**config.mk**
```make
export PLATFORM = sky130hd
export DESIGN_NAME = alu_exec
export DESIGN_NICKNAME = d
export VERILOG_FILES = /design/src/rtl/alu_exec_pkg.sv /design/src/rtl/alu_mul_iter.sv /design/src/rtl/alu_exec.sv
export SDC_FILE = /design/constraint.sdc
export NUM_CORES = 1
export LEC_CHECK = 0
export ABC_AREA = 0
export CORE_MARGIN = 3
export CORE_UTILIZATION = 55
export DETAILED_ROUTE_END_ITERATION = 8
export MAX_ROUTING_LAYER = met4
export PLACE_DENSITY = 0.81
export SLEW_MARGIN = 20
export SYNTH_ARGS = -nofsm -noshare
export SYNTH_HDL_FRONTEND = slang
export SYNTH_SLANG_ARGS = --single-unit
```
**constraint.sdc**
```tcl
create_clock -name clk -period 11.2 [get_ports clk]
set_input_delay 1.68 -clock clk [delete_from_list [all_inputs] [get_ports clk]]
set_output_delay 1.68 -clock clk [all_outputs]
set_load 0.01 [all_outputs]
```
**src/rtl/alu_exec_pkg.sv**
```systemverilog
// alu_exec_pkg -- shared widths, opcodes, state encoding and the
// single-cycle result function for the ALU execution unit.
// Build option: define ALU_MUL_EN to enable the iterative multiplier
// (MUL / MULHU); without it those opcodes behave as undefined ops.
package alu_exec_pkg;

  localparam int WORD_W  = 32;
  localparam int ADDR_W  = 32;
  localparam int OP_W    = 6;
  localparam int REG_W   = 5;
  localparam int SHAMT_W = 5;

  // A tag is unlocked when every bit equals this value (all-ones).
  localparam logic UNLOCKED_BIT = 1'b1;

  localparam logic [OP_W-1:0] OP_ADD   = 6'd0;
  localparam logic [OP_W-1:0] OP_SUB   = 6'd1;
  localparam logic [OP_W-1:0] OP_SLL   = 6'd2;
  localparam logic [OP_W-1:0] OP_SLT   = 6'd3;
  localparam logic [OP_W-1:0] OP_SLTU  = 6'd4;
  localparam logic [OP_W-1:0] OP_XOR   = 6'd5;
  localparam logic [OP_W-1:0] OP_SRL   = 6'd6;
  localparam logic [OP_W-1:0] OP_SRA   = 6'd7;
  localparam logic [OP_W-1:0] OP_OR    = 6'd8;
  localparam logic [OP_W-1:0] OP_AND   = 6'd9;
  localparam logic [OP_W-1:0] OP_LUI   = 6'd10;
  localparam logic [OP_W-1:0] OP_AUIPC = 6'd11;
  localparam logic [OP_W-1:0] OP_MUL   = 6'd12;
  localparam logic [OP_W-1:0] OP_MULHU = 6'd13;

`ifdef ALU_MUL_EN
  typedef enum logic [1:0] {
    ST_IDLE = 2'd0,
    ST_MUL  = 2'd1,
    ST_DONE = 2'd2
  } alu_state_e;

  // Ops that go through the multi-cycle multiplier.
  function automatic logic is_mul_op(input logic [OP_W-1:0] op);
    logic r;
    case (op)
      OP_MUL:   r = 1'b1;
      OP_MULHU: r = 1'b1;
      default:  r = 1'b0;
    endcase
    return r;
  endfunction
`else
  typedef enum logic [1:0] {
    ST_IDLE = 2'd0,
    ST_DONE = 2'd2
  } alu_state_e;
`endif

  // Single-cycle result; anything not listed (including the multiply
  // opcodes, which the multiplier path handles) yields zero.
  function automatic logic [WORD_W-1:0] alu_calc(
    input logic [OP_W-1:0]   op,
    input logic [ADDR_W-1:0] pc,
    input logic [WORD_W-1:0] x,
    input logic [WORD_W-1:0] y
  );
    logic [SHAMT_W-1:0] sh;
    logic [WORD_W-1:0]  r;
    sh = y[SHAMT_W-1:0];
    r  = {WORD_W{1'b0}};
    case (op)
      OP_ADD:   r = x + y;
      OP_SUB:   r = x - y;
      OP_SLL:   r = x << sh;
      OP_SLT:   r = {{(WORD_W-1){1'b0}}, ($signed(x) < $signed(y))};
      OP_SLTU:  r = {{(WORD_W-1){1'b0}}, (x < y)};
      OP_XOR:   r = x ^ y;
      OP_SRL:   r = x >> sh;
      OP_SRA:   r = $signed(x) >>> sh;
      OP_OR:    r = x | y;
      OP_AND:   r = x & y;
      OP_LUI:   r = y;
      OP_AUIPC: r = pc + y;
      default:  r = {WORD_W{1'b0}};
    endcase
    return r;
  endfunction

endpackage

```
**src/rtl/alu_mul_iter.sv**
```systemverilog
// alu_mul_iter -- iterative 32x32 shift-add multiplier, one partial
// product per enabled cycle, 32 steps. Present only when ALU_MUL_EN is
// defined. 'product' is the accumulator after the current step, so it
// holds the full 64-bit result in the cycle 'done' is high.
`ifdef ALU_MUL_EN
module alu_mul_iter
  import alu_exec_pkg::*;
(
  input  logic                clk,
  input  logic                rst,
  input  logic                en,
  input  logic                clear,
  input  logic                start,
  input  logic [WORD_W-1:0]   a,
  input  logic [WORD_W-1:0]   b,
  output logic [2*WORD_W-1:0] product,
  output logic                done
);

  logic [2*WORD_W-1:0] acc_r;
  logic [2*WORD_W-1:0] mcand_r;
  logic [WORD_W-1:0]   mplier_r;
  logic [5:0]          cnt_r;
  logic                run_r;
  logic [2*WORD_W-1:0] acc_nx_s;

  // Add the shifted multiplicand when the current multiplier bit is set.
  always_comb begin
    acc_nx_s = acc_r;
    if (mplier_r[0]) begin
      acc_nx_s = acc_r + mcand_r;
    end else begin
      acc_nx_s = acc_r;
    end
  end

  assign product = acc_nx_s;
  assign done    = run_r && (cnt_r == 6'd31);

  // Load operands on start, then step once per enabled cycle until done.
  always_ff @(posedge clk) begin
    if (!rst) begin
      acc_r    <= {(2*WORD_W){1'b0}};
      mcand_r  <= {(2*WORD_W){1'b0}};
      mplier_r <= {WORD_W{1'b0}};
      cnt_r    <= 6'd0;
      run_r    <= 1'b0;
    end else if (en) begin
      if (clear) begin
        run_r <= 1'b0;
        cnt_r <= 6'd0;
      end else if (start) begin
        acc_r    <= {(2*WORD_W){1'b0}};
        mcand_r  <= {{WORD_W{1'b0}}, a};
        mplier_r <= b;
        cnt_r    <= 6'd0;
        run_r    <= 1'b1;
      end else if (run_r) begin
        acc_r    <= acc_nx_s;
        mcand_r  <= mcand_r << 1;
        mplier_r <= mplier_r >> 1;
        if (cnt_r == 6'd31) begin
          run_r <= 1'b0;
          cnt_r <= 6'd0;
        end else begin
          cnt_r <= cnt_r + 6'd1;
        end
      end
    end
  end

endmodule
`endif

```
**src/rtl/alu_exec.sv**
```systemverilog
// alu_exec -- integer execution unit fed by one reservation-station
// entry. Accepts the entry once both operand tags are unlocked, computes
// the result and presents it on the result bus until granted.
// Build option: ALU_MUL_EN adds the MUL state and the alu_mul_iter
// multiplier for MUL / MULHU.
module alu_exec
  import alu_exec_pkg::*;
#(
  parameter int TAG_W = 4
) (
  input  logic              clk,
  input  logic              rst,
  input  logic              rdy,
  input  logic              busy_in,
  input  logic [OP_W-1:0]   op_in,
  input  logic [ADDR_W-1:0] pc_in,
  input  logic [TAG_W-1:0]  tagx_in,
  input  logic [TAG_W-1:0]  tagy_in,
  input  logic [TAG_W-1:0]  tagw_in,
  input  logic [WORD_W-1:0] datax_in,
  input  logic [WORD_W-1:0] datay_in,
  input  logic [REG_W-1:0]  target_in,
  input  logic              flush,
  input  logic              cdb_gnt,
  output logic              busy_out,
  output logic              en_out,
  output logic [WORD_W-1:0] data_out,
  output logic [TAG_W-1:0]  tag_out,
  output logic [REG_W-1:0]  target_out
);

  localparam logic [TAG_W-1:0] TAG_UNLOCKED = {TAG_W{UNLOCKED_BIT}};

  alu_state_e        state_r;
  alu_state_e        state_nx_s;
  logic              ready_s;
  logic              accept_s;
  logic              busy_s;
  logic              en_r;
  logic [WORD_W-1:0] data_r;
  logic [TAG_W-1:0]  tag_r;
  logic [REG_W-1:0]  target_r;

  assign ready_s = busy_in && (tagx_in == TAG_UNLOCKED) && (tagy_in == TAG_UNLOCKED);

`ifdef ALU_MUL_EN
  logic [OP_W-1:0]     op_r;
  logic                mul_start_s;
  logic                mul_done_s;
  logic [2*WORD_W-1:0] mul_prod_s;

  assign mul_start_s = accept_s && is_mul_op(op_in);

  alu_mul_iter u_mul (
    .clk     (clk),
    .rst     (rst),
    .en      (rdy),
    .clear   (flush),
    .start   (mul_start_s),
    .a       (datax_in),
    .b       (datay_in),
    .product (mul_prod_s),
    .done    (mul_done_s)
  );
`endif

  // Next state and acceptance; flush squashes everything including a grant.
  always_comb begin
    state_nx_s = state_r;
    accept_s   = 1'b0;
    if (flush) begin
      state_nx_s = ST_IDLE;
    end else begin
      case (state_r)
        ST_IDLE: begin
          if (ready_s) begin
            accept_s = 1'b1;
`ifdef ALU_MUL_EN
            state_nx_s = is_mul_op(op_in) ? ST_MUL : ST_DONE;
`else
            state_nx_s = ST_DONE;
`endif
          end else begin
            state_nx_s = ST_IDLE;
          end
        end
`ifdef ALU_MUL_EN
        ST_MUL: begin
          if (mul_done_s) begin
            state_nx_s = ST_DONE;
          end else begin
            state_nx_s = ST_MUL;
          end
        end
`endif
        ST_DONE: begin
          if (cdb_gnt) begin
            state_nx_s = ST_IDLE;
          end else begin
            state_nx_s = ST_DONE;
          end
        end
        default: state_nx_s = ST_IDLE;
      endcase
    end
  end

  // State and registered result; everything freezes while rdy is low.
  always_ff @(posedge clk) begin
    if (!rst) begin
      state_r  <= ST_IDLE;
      en_r     <= 1'b0;
      data_r   <= {WORD_W{1'b0}};
      tag_r    <= TAG_UNLOCKED;
      target_r <= {REG_W{1'b0}};
`ifdef ALU_MUL_EN
      op_r     <= OP_ADD;
`endif
    end else if (rdy) begin
      state_r <= state_nx_s;
      en_r    <= (state_nx_s == ST_DONE);
      if (accept_s) begin
        tag_r    <= tagw_in;
        target_r <= target_in;
`ifdef ALU_MUL_EN
        op_r     <= op_in;
        if (!is_mul_op(op_in)) begin
          data_r <= alu_calc(op_in, pc_in, datax_in, datay_in);
        end
`else
        data_r   <= alu_calc(op_in, pc_in, datax_in, datay_in);
`endif
      end
`ifdef ALU_MUL_EN
      if ((state_r == ST_MUL) && !flush && mul_done_s) begin
        data_r <= (op_r == OP_MULHU) ? mul_prod_s[2*WORD_W-1:WORD_W]
                                     : mul_prod_s[WORD_W-1:0];
      end
`endif
    end
  end

  // Occupancy seen by the station: follows the entry when idle, held
  // while multiplying, released in the cycle the result is granted.
  always_comb begin
    busy_s = busy_in;
    case (state_r)
      ST_IDLE: busy_s = busy_in;
`ifdef ALU_MUL_EN
      ST_MUL:  busy_s = 1'b1;
`endif
      ST_DONE: busy_s = !cdb_gnt;
      default: busy_s = busy_in;
    endcase
  end

  assign busy_out   = busy_s;
  assign en_out     = en_r;
  assign data_out   = data_r;
  assign tag_out    = tag_r;
  assign target_out = target_r;

endmodule

```
==> results of run 1 <==
how the worst min path moves through the flow:
stage / from / endpoint / slack [ns] / depth (start not counted)
2_1_floorplan: data_out[9] / data_out[9] / 0.47 / 2
3_3_place_gp: data_out[14] / data_out[14] / 0.44 / 2
3_5_place_dp: data_out[14] / data_out[14] / 0.44 / 2
4_1_cts: data_out[14] / data_out[14] / 0.45 / 2
5_1_grt: data_out[20] / data_out[20] / 0.48 / 2
6_report: data_out[14] / data_out[14] / 0.45 / 2
worst register-to-register path: stages (launching register included):
cell	delay, ns
dfxtp_1	0.35
nor2_1	0.15
nand2_1	0.35
a2111oi_2	0.37
buf_4	0.35
nand2_1	0.47
nand2_1	0.30
or4b_1	0.46
nand3_1	0.09
area by class of cell:
class,instances,area [um2]
sequential,42,841
fill,1857,6720
antenna,2,5.00
clock buffer,6,139
timing repair buffer,186,1800
tap,265,332
multi-input combinational,1279,9380
inverter,97,364
clock inverter,2,12.5
flip-flops by register name, summed over array words and instances, names as in the netlist:
| signal | cells |
|---|---|
| data_out | 32 |
| target_out | 5 |
| en_out | 1 |
| tag_out | 4 |
cell usage in the layout (no fill, tap or decap), drive strengths merged, types with 15 or more instances in the layout:
| cell type | count |
|---|---|
| buf | 23 |
| a21oi | 128 |
| nand2 | 187 |
| nor2 | 110 |
| o31ai | 15 |
| mux2i | 76 |
| dfxtp | 42 |
| o21ai | 128 |
| o211ai | 25 |
| a22oi | 17 |
| nand3 | 33 |
| inv | 97 |
| a21o | 19 |
| a221oi | 23 |
| nor3 | 35 |
| ha | 133 |
| a211oi | 21 |
| mux4 | 39 |
| clkdlybuf4s50 | 163 |
| xnor2 | 34 |
| xor2 | 17 |
| nand4 | 16 |
power by group:
part	switching (uW)	total [uW]	internal, uW
Combinational	309	509	200
Sequential	0.0114	149	149
Clock	71.2	160	88.7
Total	380	818	438
metrics by stage:
stage                     instances  setup WS [ns]  hold WS, ns  utilization [%]  instance area (um2)
final                          1879           4.24        0.447             65.7                12900
after global routing           1879           4.08        0.476             65.7                12900
after CTS                      1877           4.52        0.448             65.7                12900
after detailed placement       1869           4.21        0.440             64.9                12700
after global placement         1869           4.31        0.439             64.9                12700
after floorplan                1524           5.84        0.467                -                11000
routing by layer:
metal	global-route usage [%]	vias to the layer above
met1	56.4	6186
met3	9.23	200
met4	22.4	0
li1	-	5844
met5	-	-
met2	66.0	1015
cell families after synthesis:
logic type               after synthesis  synth area share, %
adder cells (fa/ha/maj)              135                 15.5
multiplexers                         128                 16.2
AO/OA/AOI/OAI                        508                 30.3
AND/OR/NAND/NOR                      457                 19.0
buffers and inverters                203                 7.33
XOR/XNOR                              51                 4.06
flip-flops                            42                 7.64
==> metrics.txt, run 1 <==
run status finished clean; final number of hold-violating endpoints 0; CP startpoint op_in[2]; routed wl met3 5860 um; Starting Density 56.2%; Critical Path RT about 11 ns; largest net degree at the start of global routing 80; Top delay family on crit path compound AO/OA/AOI/OAI gates; asr flop ratio synth 0%; Die Wd roughly 150 um; part of the cycle the worst path needs 62.2%; Post-CTS Setup Bufs 0; IO buf count 167; post-CTS resize count 0; Synth top area share 15.1%; CTS tree built; WP data arrival between 7 and 8 ns; Die Span Y 147 um; hold crit path type flop to flop; core area between 0.015 and 0.02 mm2; syn_area_per_cell 7.22 um2; vias in the first global route ~12000; # IOs 168; CTS sink count 42; post-synthesis register bit count 42; Critical Path End data_out[24]; Worst Setup Start Kind input pin; relative slew slack approximately a quarter; static leakage roughly 0.0054 uW; FP Rows just over 50; gr ovfl total 0; worst-path cell chain clkdlybuf4s50_1, or4b_1, nor2_8, buf_4, o21ai_0, ha_1, fa_1, a21oi_1, nor2_1, o21ai_0, a21oi_1, a221o_1, a221oi_1, o21ai_0, xnor2_1, o31ai_1; R2R Setup Slk 8.26 ns; CTS root buffer clkbuf_16; worst reg-to-reg path cell count 8; Post-CTS Hold Buffers 0; worst vdd ir 0.0541 mV; RSZ-0062 raised after global routing no; Finish-stage setup viols 0; Cell variety after synth 83; Synth Instances 1524; slew of the pin with the lowest slew margin 1.12 ns; Synth area leaders ha_1, mux4_2, dfxtp_1; DIE AREA 0.0217 mm2; Total GRT Usage 44.1%; met1 wire length 18500 um; worst skew pair latency 0.30 ns; H-tree levels 2; highest metal used met4; Syn Std Cell Area 0.0110 mm2; Setup Total Neg Slack 0 ns; PD cells 63.6 mW/mm2; post-route ant nets 0; worst-path fanout max 64; Post-synth top cells nand2_1, ha_1, a21oi_1, nor2_1, o21ai_0; share of layout cells above drive strength 1 6.76%; met2 WL 21200 um; initial antenna violation count 2; Clock Tree Buf Depth 2; most frequent CP cell o21ai_0; CP bufs+invs 2; min Tclk post-route between 6 and 7 ns; first-pass GRT wire length about 73000 um; Max Clock Freq 144 MHz; WL/cell around 26 um; area leader, netlist ha_1; Synth Warn # 0; largest stage delay on the critical path 0.89 ns; Post-synth EDFFs 0; cell with the most instances after synthesis nand2_1; top_reg_cell synth dfxtp_1; RR Startpoint en_out; Layout area overhead 16.9%; clk slew on worst S/H paths 0.08 ns; FF-to-FF End data_out[22]; CTS buffer count 5; Synth Net Count 1784; kind of critical path input pin to flop; CP Capture Type flop; Worst path depth 16; 1st-iter DRT viols 1965; Placer Congestion roughly 1.1; Max Cap Viol 0; Seq/Total Area, Yosys around 7.6%; post-detail-place hpwl ~38000 um; First-pass DRT Iterations 7; # DRC 0; Tot Pwr around 800 uW; final wirelength 48600 um; Slowest cell on crit path or4b_1; Via density a little over 7; Slew Viols, Final 0; clock skew 0.00799 ns; total vias in the final route 13200; NumNets Final approximately 1900
Power figures use the tool's default switching activity.
==> inputs of run 2 (changes only) <==
CORE_UTILIZATION = 52   (was 55)
PLACE_DENSITY = 0.8   (was 0.81)
clock period = 5.64 ns   (was 11.2 ns; I/O delays follow)
==> metrics.txt, run 2 (same netlist as run 1, synthesis figures left out) <==
CTS root buffer clkbuf_16; RR Startpoint en_out; CTS tree built; Starting Density 53.7% (-2.5 points); kind of critical path input pin to flop; run status finished clean; met2 usage 66.5% (+0.47 points); CP startpoint op_in[5]; WL/cell 26.7 um (+3.1%); final number of hold-violating endpoints 0 (unchanged); Sw Ratio 45.4% (-1.0 points); CP Capture Type flop; Pint 917 uW (+110%); final setup margin 0.542 ns (-3.70 ns); worst vdd ir 0.183 mV (+240%); Hold Crit Start data_out[14]; final wirelength 51000 um (+4.8%); IO buf count 167 (unchanged); Worst Setup Start Kind input pin; worst skew pair latency 0.29 ns (about the same); H-tree levels 2 (unchanged); # DRC 0 (unchanged); Setup WS pre-CTS 0.405 ns (-3.81 ns); post-CTS resize count 0 (unchanged); hold crit path type flop to flop; clk slew on worst S/H paths 0.07 ns (about the same); worst-path fanout max 50 (-22%); core area 0.0205 mm2 (+4.6%); total vias in the final route 13300 (+0.31%); NumNets Final 1896 (+1.3%); RSZ-0062 raised after global routing no; Total GRT Usage 44.1% (about the same); most common cell after layout, fill and taps aside nand2_1; GRT busiest layer met2; Via density 6.96 (-1.3%); initial antenna violation count 1 (-1); share of layout cells above drive strength 1 8.12% (+1.4 points); number of cells in the finished layout apart from fillers 1909 (+1.6%); max FFs per register 32 (unchanged); WP data arrival 5.32 ns (-1.86 ns); Setup Total Neg Slack 0 ns (unchanged); Placer Congestion 1.14 (+3.6%); min Tclk post-route 5.10 ns; DIE AREA 0.0230 mm2 (+5.5%); combinational share of power 61.6% (-0.6 points); Max Cap Viol 0 (unchanged); PD cells 128 mW/mm2 (+100%); clock skew 0.00435 ns (-0.00364 ns); Filler Cells Inserted 1888 (+1.7%); GR Layer Usage met1 56.4% (-0.057 points); commonest non-fill, non-tap cells in the layout nand2_1, clkdlybuf4s50_1, ha_1, a21oi_1, o21ai_0; placed insts 1899 (+1.6%); Clock Tree Buf Depth 2 (unchanged); Critical Path RT 5.87 ns (-5.54 ns); Reg power frac 17.6% (-0.6 points); relative slew slack 27.3% (+1.9 points); Tot Pwr 1680 uW (+110%); First-pass DRT Iterations 6 (-1); CTS buffer count 5 (unchanged); post-route ant nets 0 (unchanged); Finish-stage setup viols 0 (unchanged); Slew Viols, Final 0 (unchanged); Die Wd 151 um (+2.7%); # IOs 168 (unchanged); Post-CTS Setup Bufs 0 (unchanged); part of the cycle the worst path needs 90.4%; grt met3 use 8.03% (-1.2 points); gr ovfl total 0 (unchanged); post-detail-place hpwl 40100 um (+6.6%); FP Rows 52 (+2.0%); 1st-iter DRT viols 1863 (-5.2%); Max Clock Freq 196 MHz; Post-CTS Hold Buffers 0 (unchanged); largest net degree at the start of global routing 79 (-1.3%); P_sw 763 uW (+100%); first-pass GRT wire length 74700 um (+2.5%); Die Span Y 151 um (+2.7%); Layout area overhead 19.0%; CTS sink count 42 (unchanged); slew of the pin with the lowest slew margin 1.07 ns (-0.0429 ns); static leakage 0.00549 uW (+2.5%); clock power share 20.8% (+1.3 points); vias in the first global route 12600 (+2.3%)
[run 2: power groups by stage]
stage	sequential, uW	combinational (uW)	clock, uW
3_5_place_dp	303	990	0
6_report	296	1030	349
2_1_floorplan	303	629	0
4_1_cts	296	997	350
3_3_place_gp	303	983	0
5_1_grt	296	1100	363
[run 2: through the flow]
step / cell area [um2] / hold slack (ns) / utilization [%]
finish: 13100 / 0.449 / 63.9
global route: 13100 / 0.468 / 63.9
CTS: 13100 / 0.448 / 63.9
detailed placement: 12900 / 0.439 / 63.1
global placement: 12900 / 0.436 / 63.1
floorplan: 11000 / 0.467 / -
[run 2: critical path, stage by stage]
cell and delay, ns:
clkdlybuf4s50_1 0.52, or4b_1 0.68, nor2_8 0.31, buf_12 0.26, o21ai_0 0.12, ha_1 0.42
nand3_1 0.20, nor4_1 0.34, a22oi_1 0.18, a31oi_1 0.42, o21ai_1 0.16, nor4b_1 0.17
o41ai_1 0.37, a31oi_1 0.14, o21ai_1 0.15
[run 2: worst paths after layout]
kind	to	slack [ns]	cells after the start
hold reg to reg	data_out[14]	0.45	2
hold / removal	data_out[14]	0.45	2
setup reg to reg	data_out[12]	2.99	9
setup / recovery	data_out[31]	0.54	15
[run 2: final cells by class]
| type | count | area [um2] | share of cell area [%] |
|---|---|---|---|
| antenna | 2 | 5.00 | 0.0382 |
| clock buffer | 6 | 129 | 0.984 |
| clock inverter | 2 | 37.5 | 0.287 |
| inverter | 97 | 364 | 2.78 |
| multi-input combinational | 1279 | 9380 | 71.6 |
| sequential | 42 | 841 | 6.42 |
| tap | 270 | 338 | 2.58 |
| timing repair buffer | 211 | 2010 | 15.3 |
[run 2: per-layer routing]
| metal | up-vias | share of wire, % |
|---|---|---|
| li1 | 5890 | - |
| met1 | 6150 | 37 |
| met2 | 1026 | 44 |
| met3 | 220 | 12 |
| met4 | 0 | 6.8 |
| met5 | - | 0 |
==> inputs of run 3 (changes only) <==
PLACE_DENSITY = unset   (was 0.8)
PLACE_DENSITY_LB_ADDON = 0.1   (was unset)
==> metrics.txt, run 3 (same netlist as run 1, synthesis figures left out) <==
part of the cycle the worst path needs 91.0% (+0.62 points); Finish-stage setup viols 0 (unchanged); H-tree levels 2 (unchanged); PD cells 125 mW/mm2 (-2.2%); final number of hold-violating endpoints 0 (unchanged); Clock Tree Buf Depth 2 (unchanged); relative slew slack 21.9% (-5.4 points); CTS buffer count 5 (unchanged); DIE AREA 0.0230 mm2 (unchanged); largest net degree at the start of global routing 77 (-2.5%); most common cell after layout, fill and taps aside nand2_1; Setup Total Neg Slack 0 ns (unchanged); Max Clock Freq 195 MHz (-0.68%); CTS tree built; Via density 6.96 (about the same); NumNets Final 1894 (-0.11%); Post-CTS Hold Buffers 0 (unchanged); first-pass GRT wire length 74400 um (-0.44%); Max Cap Viol 0 (unchanged); CP Capture Type flop; gr ovfl total 0 (unchanged); worst vdd ir 0.105 mV (-43%); Worst Setup Start Kind input pin; kind of critical path input pin to flop; hold crit path type flop to flop; WP data arrival 5.37 ns (+0.05 ns); clk slew on worst S/H paths 0.07 ns (about the same); RSZ-0062 raised after global routing no; run status finished clean; final wirelength 50800 um (-0.24%); static leakage 0.00547 uW (-0.43%); Critical Path RT 5.87 ns (about the same); Layout area overhead 18.4%; post-CTS resize count 0 (unchanged); final setup margin 0.507 ns (-0.0350 ns); clock skew 0.00907 ns (+0.00472 ns); total vias in the final route 13300 (-0.11%); Slew Viols, Final 0 (unchanged); share of layout cells above drive strength 1 8.02% (-0.11 points); post-detail-place hpwl 39800 um (-0.86%); 1st-iter DRT viols 1779 (-4.5%); Die Span Y 151 um (unchanged); initial antenna violation count 2 (+1); commonest non-fill, non-tap cells in the layout nand2_1, clkdlybuf4s50_1, ha_1, a21oi_1, o21ai_0; vias in the first global route 12600 (+0.15%); Setup WS pre-CTS 0.287 ns (-0.118 ns); WL/cell 26.7 um (about the same); # IOs 168 (unchanged); Total GRT Usage 43.9% (-0.14 points); CTS root buffer clkbuf_16; slew of the pin with the lowest slew margin 1.17 ns (+0.0979 ns); core area 0.0205 mm2 (unchanged); # DRC 0 (unchanged); worst-path fanout max 20 (-60%); post-route ant nets 0 (unchanged); Starting Density 53.7% (unchanged); Post-CTS Setup Bufs 0 (unchanged); Placer Congestion 1.11 (-2.8%); CTS sink count 42 (unchanged); FP Rows 52 (unchanged); IO buf count 167 (unchanged); First-pass DRT Iterations 8 (+2); max FFs per register 32 (unchanged); worst skew pair latency 0.30 ns (about the same); Die Wd 151 um (unchanged); min Tclk post-route 5.13 ns (+0.0350 ns)
[run 3: per-stage QoR]
stage               cell area (um2)  total power (uW)  cells  util, %  hold WS (ns)
floorplan                     11000               932   1524        -         0.467
global placement              12900              1280   1897     62.9         0.433
detailed placement            12900              1290   1897     62.9         0.445
CTS                           13000              1600   1904     63.5         0.461
global route                  13000              1700   1906     63.6         0.488
finish                        13000              1630   1906     63.6         0.452
[run 3: final cells by class]
class	instances	area, um2
Multi-Input combinational cell	1279	9380
Fill cell	1939	7470
Timing Repair Buffer	209	1970
Sequential cell	42	841
Inverter	97	364
Tap cell	270	338
Clock buffer	5	125
Clock inverter	2	10.0
Antenna cell	2	5.00
[run 3: metal layers]
metal | GRT usage (%) | vias up | share of wire, %
met4 | 27.2 | 0 | 8.1
met5 | - | - | 0
met1 | 54.4 | 6118 | 37
li1 | - | 5889 | -
met2 | 65.2 | 1006 | 43
met3 | 9.40 | 259 | 12
[run 3: path summary, 6_finish.rpt]
path	startpoint	endpoint	slack [ns]	cells after the start
min reg2reg	data_out[9]	data_out[9]	0.45	2
max reg2reg	en_out	data_out[22]	3.06	8
min	data_out[9]	data_out[9]	0.45	2
max	op_in[5]	data_out[31]	0.51	15
[run 3: worst max-delay path, stage by stage]
cell	delay, ns
clkdlybuf4s50_1	0.52
or4b_1	0.68
nor2_8	0.37
buf_4	0.27
o21ai_0	0.10
ha_1	0.44
nand3_1	0.18
nor3_1	0.28
nand4_1	0.18
a31oi_1	0.45
o21ai_1	0.18
nor4b_1	0.18
o41ai_1	0.39
a31oi_1	0.13
o21ai_1	0.14
[run 3: where the power goes]
part	internal (uW)	switching, uW	total, uW
Sequential	296	0.0232	296
Clock	161	147	308
Combinational	406	623	1030
